--- config.mk ---
export PLATFORM = sky130hd
export DESIGN_NAME = seg_scan_reader
export DESIGN_NICKNAME = d
export VERILOG_FILES = /design/src/rtl/seg_scan_reader.sv
export SDC_FILE = /design/constraint.sdc
export NUM_CORES = 1
export LEC_CHECK = 0
export BUFFER_PORTS_ARGS = -buffer_cell sky130_fd_sc_hd__buf_2
export CAP_MARGIN = 25
export CORE_MARGIN = 5
export CORE_UTILIZATION = 56
export CTS_CLUSTER_DIAMETER = 120
export CTS_CLUSTER_SIZE = 12
export DETAILED_ROUTE_END_ITERATION = 10
export GPL_TIMING_DRIVEN = 0
export PLACE_DENSITY = 0.79
export SLEW_MARGIN = 30
export SYNTH_ARGS = -nofsm -noshare
export SYNTH_HDL_FRONTEND = slang
export SYNTH_SLANG_ARGS = --single-unit
--- constraint.sdc ---
create_clock -name clk -period 3.7 [get_ports clk]
set_input_delay 0.74 -clock clk [delete_from_list [all_inputs] [get_ports clk]]
set_output_delay 0.74 -clock clk [all_outputs]
set_load 0.03 [all_outputs]
--- src/rtl/seg_scan_reader.sv ---
// seg_scan_reader
//   Loopback monitor for a multiplexed 4-digit active-low 7-segment bus.
//   Samples the anode/segment pins once per cycle. Once a single-digit pattern
//   has been stable long enough, it decodes the segments back to the 4-bit
//   value and stores it for that digit.
//   Optional feature macro: SEG_DP_CAPTURE_EN. When it is defined, the decimal
//   point is captured on dp_out and counts towards pattern stability. When it
//   is not defined, there is no dp_out port and seg[7] is ignored.

module seg_scan_reader #(
    parameter int STABLE_CYCLES = 4,  // identical samples required before capture (>=2)
    parameter int CNT_W         = 8   // stability counter width, must hold STABLE_CYCLES
) (
    input  logic        clk,
    input  logic        rst,
    input  logic [3:0]  an,
    input  logic [7:0]  seg,
    output logic [15:0] digits,
    output logic [3:0]  dig_valid,
    output logic        upd,
    output logic [1:0]  upd_idx,
    output logic        code_err,
    output logic        multi_err
`ifdef SEG_DP_CAPTURE_EN
   ,output logic [3:0]  dp_out
`endif
);

    typedef enum logic [1:0] {
        IDLE     = 2'd0,
        SETTLE   = 2'd1,
        CAPTURED = 2'd2
    } state_t;

    // Bits of the segment bus that take part in the "same pattern" comparison.
`ifdef SEG_DP_CAPTURE_EN
    localparam logic [7:0] SEG_MASK = 8'hFF;
`else
    localparam logic [7:0] SEG_MASK = 8'h7F;
`endif

    localparam logic [CNT_W-1:0] CNT_STABLE = CNT_W'(STABLE_CYCLES);
    localparam logic [CNT_W-1:0] CNT_ONE    = CNT_W'(1);
    localparam logic [CNT_W-1:0] CNT_MAX    = {CNT_W{1'b1}};

    // Returns {code_err, value}. Unknown patterns decode to F and flag an error.
    function automatic logic [4:0] decode_seg(input logic [6:0] s);
        logic [4:0] r;
        case (s)
            7'b1000000: r = {1'b0, 4'h0};
            7'b1111001: r = {1'b0, 4'h1};
            7'b0100100: r = {1'b0, 4'h2};
            7'b0110000: r = {1'b0, 4'h3};
            7'b0011001: r = {1'b0, 4'h4};
            7'b0010010: r = {1'b0, 4'h5};
            7'b0000010: r = {1'b0, 4'h6};
            7'b1111000: r = {1'b0, 4'h7};
            7'b0000000: r = {1'b0, 4'h8};
            7'b0010000: r = {1'b0, 4'h9};
            7'b0000110: r = {1'b0, 4'hE};
            7'b1111111: r = {1'b0, 4'hB};
            default:    r = {1'b1, 4'hF};
        endcase
        return r;
    endfunction

    // Sample registers: the current sample and the one before it.
    logic [3:0]       an_q, an_d;
    logic [7:0]       seg_q, seg_d;
    logic [3:0]       an_prev_q, an_prev_d;
    logic [7:0]       seg_prev_q, seg_prev_d;

    state_t           state_q, state_d;
    logic [CNT_W-1:0] cnt_q, cnt_d;
    logic [15:0]      digits_q, digits_d;
    logic [3:0]       dig_valid_q, dig_valid_d;
    logic             upd_q, upd_d;
    logic [1:0]       upd_idx_q, upd_idx_d;
    logic             code_err_q, code_err_d;
    logic             multi_err_q, multi_err_d;
`ifdef SEG_DP_CAPTURE_EN
    logic [3:0]       dp_q, dp_d;
`endif

    // Derived from the current sample.
    logic [2:0]       n_low;
    logic [1:0]       sel_idx;
    logic             same_pattern;
    logic [4:0]       dec;

    // Classify the current sample: how many anodes are low, which one, and
    // whether it matches the previous sample.
    always_comb begin
        n_low        = 3'($countones(~an_q));
        sel_idx      = 2'd0;
        for (int i = 0; i < 4; i++) begin
            if (!an_q[i]) sel_idx = 2'(i);
        end
        same_pattern = ({an_q, seg_q & SEG_MASK} == {an_prev_q, seg_prev_q & SEG_MASK});
        dec          = decode_seg(seg_q[6:0]);
    end

    // Next-state logic for the sampler, the stability FSM and the capture outputs.
    // NOTE: every signal written here gets a default first, so no path through
    // the block leaves a value unassigned and no latch is inferred.
    always_comb begin
        an_d        = an;
        seg_d       = seg;
        an_prev_d   = an_q;
        seg_prev_d  = seg_q;
        state_d     = state_q;
        cnt_d       = cnt_q;
        digits_d    = digits_q;
        dig_valid_d = dig_valid_q;
        upd_d       = 1'b0;
        upd_idx_d   = upd_idx_q;
        code_err_d  = 1'b0;
        multi_err_d = 1'b0;
`ifdef SEG_DP_CAPTURE_EN
        dp_d        = dp_q;
`endif

        if (n_low > 3'd1) begin
            // Several anodes low at once: not a valid scan sample.
            multi_err_d = 1'b1;
            state_d     = IDLE;
            cnt_d       = '0;
        end else begin
            case (state_q)
                IDLE: begin
                    if (n_low == 3'd1) begin
                        state_d = SETTLE;
                        cnt_d   = CNT_ONE;
                    end
                end

                SETTLE: begin
                    if (n_low == 3'd0) begin
                        state_d = IDLE;
                        cnt_d   = '0;
                    end else if (!same_pattern) begin
                        cnt_d = CNT_ONE;
                    end else if (cnt_q >= CNT_STABLE) begin
                        // Stable long enough: capture this digit.
                        for (int i = 0; i < 4; i++) begin
                            if (sel_idx == 2'(i)) begin
                                digits_d[4*i +: 4] = dec[3:0];
                                dig_valid_d[i]     = 1'b1;
`ifdef SEG_DP_CAPTURE_EN
                                dp_d[i]            = ~seg_q[7];
`endif
                            end
                        end
                        upd_d      = 1'b1;
                        upd_idx_d  = sel_idx;
                        code_err_d = dec[4];
                        state_d    = CAPTURED;
                    end else if (cnt_q != CNT_MAX) begin
                        cnt_d = cnt_q + CNT_ONE;
                    end
                end

                CAPTURED: begin
                    // Hold while the pattern is unchanged; any change re-arms.
                    if (n_low == 3'd0) begin
                        state_d = IDLE;
                        cnt_d   = '0;
                    end else if (!same_pattern) begin
                        state_d = SETTLE;
                        cnt_d   = CNT_ONE;
                    end
                end

                default: begin
                    state_d = IDLE;
                    cnt_d   = '0;
                end
            endcase
        end
    end

    // State and output registers; reset puts the sampler into the "nothing
    // driven" pattern so the first real sample always starts a fresh run.
    // NOTE: sequential state uses non-blocking assignments so that every flop
    // sees the values from before the edge, regardless of statement order.
    always_ff @(posedge clk or posedge rst) begin
        if (rst) begin
            an_q        <= 4'hF;
            seg_q       <= 8'hFF;
            an_prev_q   <= 4'hF;
            seg_prev_q  <= 8'hFF;
            state_q     <= IDLE;
            cnt_q       <= '0;
            digits_q    <= 16'h0;
            dig_valid_q <= 4'h0;
            upd_q       <= 1'b0;
            upd_idx_q   <= 2'd0;
            code_err_q  <= 1'b0;
            multi_err_q <= 1'b0;
`ifdef SEG_DP_CAPTURE_EN
            dp_q        <= 4'h0;
`endif
        end else begin
            an_q        <= an_d;
            seg_q       <= seg_d;
            an_prev_q   <= an_prev_d;
            seg_prev_q  <= seg_prev_d;
            state_q     <= state_d;
            cnt_q       <= cnt_d;
            digits_q    <= digits_d;
            dig_valid_q <= dig_valid_d;
            upd_q       <= upd_d;
            upd_idx_q   <= upd_idx_d;
            code_err_q  <= code_err_d;
            multi_err_q <= multi_err_d;
`ifdef SEG_DP_CAPTURE_EN
            dp_q        <= dp_d;
`endif
        end
    end

    assign digits    = digits_q;
    assign dig_valid = dig_valid_q;
    assign upd       = upd_q;
    assign upd_idx   = upd_idx_q;
    assign code_err  = code_err_q;
    assign multi_err = multi_err_q;
`ifdef SEG_DP_CAPTURE_EN
    assign dp_out    = dp_q;
`endif

endmodule

Word-level counts from Yosys, hierarchy flattened. Cells that the tools add are included.

Order comparisons: 2. Bitwise gates (word level): 3. Reductions and logical operators: 11. Add/sub/neg operators: 4. Multiplexer cells: 32. Eq/ne operators: 25.

Operators by type and width (count): $mux 8 (8); $pmux 5 s12 (1); $eq 7x7->1 const B (4); $pmux 8 s3 (1); $reduce_and 6->1 (4); $eq 7x5->1 const B (3); $mux 2 (9); $eq 7x6->1 const B (2); $mux 1 (12); $ne 4x4->1 const B (3); $eq 11x11->1 (1); $ne 5x5->1 const B (2); $add 8x1->8 const B (1); $ge 8x3->1 const B (1); $ne 8x8->1 const B (1); $reduce_and 4->1 (2); $eq 7x2->1 const B (1); $eq 7x3->1 const B (1); $logic_not 7->1 (1); $eq 2x2->1 const B (3); $pmux 2 s3 (1); $reduce_and 5->1 (1); $add 1x1->2 (2); $eq 2x1->1 const B (2); other kinds (8) (10).

Input port bits: 14. Register bits: 57. Output and inout port bits: 25. Word-level logic and storage cells: 95.

Depth between registers and ports, before layout.
Depth in word-level cells: 7. Gate-level depth with buffers: 11. Depth with buffers taken out: 11.

Least setup slack after synthesis. No wires, ideal clock.

Path type: register to register. From: register an_q[3] (netlist: an_prev_d[3]). To: register cnt_q[2]. Path slack: 0.839 ns. Cell stages (with the launch flop): 12. Buffers on the path: 0. Period minus slack after synthesis: 2.861 ns. Setup time: 0.123 ns. Required time: 3.577 ns. Data arrival time: 2.738 ns. Cell sequence: dfstp_2 > fa_1 > inv_1 > ha_1 > inv_1 > ha_1 > nor2_1 > o21bai_1 > or4_4 > or2_4 > a31oi_1 > nor2_1.

Cells in the longest elaborated chain, start to end: 7. Elaborated cells between the ends (all ways): 17. Classes of those cells: add/sub: 2; order compare: 1; eq/ne: 6; mux: 5; bitwise: 1; reduce/logical: 2.

RTL lines: from (decl) (line 68) `logic [3:0] an_q, an_d;`; from (signal assigned) (line 204) `an_q <= an_d;`; parallel branches: the longest is 7 deep, another holds $add 2x2->3; to (signal assigned) (line 209) `cnt_q <= cnt_d;`; to (decl) (line 74) `logic [CNT_W-1:0] cnt_q, cnt_d;`.

Several ways; the timed one is not identified. A chain may end at the register's enable or synchronous reset.

Worst setup path after layout.
From: register an_q[3] (netlist: an_prev_d[3]). To: register digits_q[15] (netlist: digits[15]).

Cells in the longest elaborated chain, start to end: 6. Elaborated cells between the ends (all ways): 11. Classes of those cells: add/sub: 2; order compare: 1; eq/ne: 2; mux: 1; bitwise: 3; reduce/logical: 2.

RTL lines: $not 4->4 (line 94) `n_low = 3'($countones(~an_q));`; $add 1x1->2 (not written as such) (line 94); $add 2x2->3 (not written as such) (line 94); $gt 3x1->1 / $logic_not 3->1 (equally long branches) (line 123, 138); $not 1->1 (no source line); $reduce_and 6->1 (no source line) (*); to (signal assigned) (line 210) `digits_q <= digits_d;`; to (decl) (line 75) `logic [15:0] digits_q, digits_d;`.

Every way passes the cells marked *; elsewhere a longest branch is shown, timed or not.

==> impl_metrics.toml <==
[floorplanning]
dieArea_um2 = 6130
die_h_um = 78.3
start_util_pct = 58.7
num_rows = 24
die_width_um = 78.3
ios = 39
core_area_um2 = 4440

[yosys]
synth_edf_count = 0
ys_seq_area_share_pct = 55.7
yosysWarnings = 0
synth_area_leader_cell = "dfrtp_1"
syn_inst = 214
synth_top_area_share_pct = 33.6
synth-main-ff-cell = "dfrtp_1"
synth_nets = 235
synthArstFlopShare_pct = 100
ys_types = 56
synth.area.top_cells = "dfrtp_1 34%, dfstp_2 22%, xnor2_1 4.0%"
synth-seq-cells = 57
synth.avg_cell_area_um2 = 12.2
syn_area_um2 = 2610

[cts]
clockBufferDepth = 2
cts_resized = 0
ctsHtreeMaxLevel = 3
root_buffer = "clkbuf_8"
clock_sinks = 57
insertion_delay_ns = 0.34
clk_pin_slew_ns = 0.06
cts_tree = "built"
numCtsBuffers = 9
cts_setup_buffers = 0
ctsHoldBuffers = 0

[sta]
relSlewSlack_pct = 62.1
maxSlewViolCount = 0
tightest_slew_ns = 0.561
fin_crit_ns = 3.20
period_share_pct = 86.6
rsz0062_at_grt = "no"
setup_slack_ns = 0.496
finalHoldViolations = 0
skew_ns = 0.0113
fmax_mhz = 312
fin_tns_setup_ns = 0
setup_viol = 0

[power_and_ir_drop]
powerDensity_nw_per_um2 = 447
p_leak_nw = 1.51
total_power_mw = 1.38
ir_worst_vdd_uv = 331

[routing]
avgViaCountPerCell = 5.51
drt_iter0_drc = 81
wl_per_cell_um = 15.3
vias = 1762
route.final.wire_length_mm = 4.89
first_pass_iters = 4
ant_nets = 0
remaining_drc_errors = 0

[hold_path]
hold_path.class = "in2async"

[worst_setup_path]
r2r_cells = 11
crit_fanout = 8
r2r_start = "an_prev_d[3]"
r2r-end = "digits[15]"
worstSetupEndpointType = "flip-flop"
cp_data_arrival_time_ns = 3.42
r2r_slack_ns = 0.50
critPathKind = "reg2reg"
critPathRequiredTime_ns = 3.92
start_kind = "flip-flop"

[place]
port-buffer-count = 37
gp_congestion = 0.800
place_ws_ns = 0.494
dp_hpwl_mm = 3.64
place_area_um2 = 2880

[grt]
grtUsageMet1_pct = 21.1
grt_max_degree = 33
grt_pass1_wl_mm = 8.33
met3_usage_pct = 5.38
antenna_found_initial = 0
overflow = 0
busiest_layer = "met2"
grt_pass1_vias = 1784
grt_usage_pct = 17.8
met2_usage_pct = 28.6

[run]
drv_cap = 0

[cells_and_area]
fillCellCount = 329
drive_gt1_share_pct = 38.8
design_area_um2 = 3080
syn_to_final_growth_pct = 17.8
diodes = 0
nets = 284

[outcome]
status = "finished clean"
power breakdown:
part	internal (mW)	switching, mW
Clock	0.314	0.235
Sequential	0.657	0.0246
Combinational	0.0575	0.0874
Total	1.03	0.347
kinds of logic (layout without fill, tap and decap cells):
logic type	after synthesis	in the layout	share of synthesized area [%]
fa+ha+maj	7	7	3.64
buf+inv	20	74	3.50
simple gates	70	70	17.5
compound gates	34	34	9.44
xor+xnor	13	13	4.65
flops	57	57	55.7
mux	13	13	5.56
cells in the final DEF, fill, tap and decap left out, drive strengths merged, types with 4 or more instances in the layout:
cell	Yosys	layout
dfrtp	35	35
or4	4	4
a21oi	5	5
nand3	4	4
nor3	4	4
mux2	12	12
nor2b	6	6
dfstp	22	22
buf	7	45
xnor2	13	13
ha	6	6
nor2	14	14
clkbuf	0	14
and3	4	4
nand2b	8	8
nor4	4	4
inv	13	13
a31oi	4	4
nand2	7	7
o21ai	7	7
worst max-delay path by stage:
stage | cells after the start | slack (ns) | to | from
6_report | 11 | 0.50 | digits[15] | an_prev_d[3]
5_1_grt | 11 | 0.31 | digits[15] | an_prev_d[3]
4_1_cts | 11 | 0.49 | digits[4] | an_prev_d[3]
3_5_place_dp | 11 | 0.49 | digits[4] | an_prev_d[3]
3_3_place_gp | 11 | 0.57 | digits[15] | an_prev_d[3]
2_1_floorplan | 11 | 0.84 | cnt_q[2] | an_prev_d[3]
registers in the layout, indices dropped and copies added (netlist names), 2 cells and up:
| signal | count |
|---|---|
| cnt_q | 8 |
| an_prev_d | 4 |
| state_q | 2 |
| seg_prev_q | 7 |
| an_prev_q | 4 |
| dig_valid | 4 |
| digits | 16 |
| seg_prev_d | 7 |
| upd_idx | 2 |
layout make-up:
cell class | count | area, um2 | share of cell area (%)
flip-flops and latches | 57 | 1450 | 47.3
multi-input cells | 137 | 1060 | 34.6
repair buffers | 38 | 205 | 6.67
clock buffers | 14 | 183 | 5.94
well taps | 52 | 65.1 | 2.12
inverters | 13 | 51.3 | 1.67
plain buffers | 7 | 42.5 | 1.38
clock inverters | 2 | 10.0 | 0.325
cell usage after synthesis, types with 4 or more instances:
master / number
dfrtp_1: 35
dfstp_2: 22
nor2_1: 13
inv_1: 12
xnor2_1: 12
mux2_1: 9
nand2_1: 7
ha_1: 6
nor2b_1: 6
a21oi_1: 5
nand2b_1: 5
o21ai_0: 5
a31oi_1: 4
and3_1: 4
buf_2: 4
nand3_1: 4
nor3_1: 4
critical path, stage by stage, from the launching register on:
cell      delay, ns
dfstp_2        0.63
fa_1           0.45
inv_1          0.07
ha_1           0.16
inv_1          0.06
ha_1           0.28
nor2_1         0.22
o21bai_1       0.17
nor4_2         0.22
nand2b_1       0.20
nor2_2         0.26
mux2_2         0.37
routing by layer:
| layer | routed length [um] | share of wire, % | up-vias |
|---|---|---|---|
| li1 | - | - | 856 |
| met1 | 2120 | 43 | 858 |
| met2 | 2430 | 50 | 38 |
| met3 | 237 | 4.8 | 10 |
| met4 | 110 | 2.2 | 0 |
| met5 | 0 | 0 | - |
stage by stage:
step           std cells  util (%)  hold slack [ns]
6_report             320      69.2            0.366
4_1_cts              320      69.2            0.359
3_3_place_gp         303      64.4            0.357
3_5_place_dp         304      64.9            0.362
2_1_floorplan        214         -            0.354
5_1_grt              320      69.2            0.379
Power figures use the tool's default switching activity.
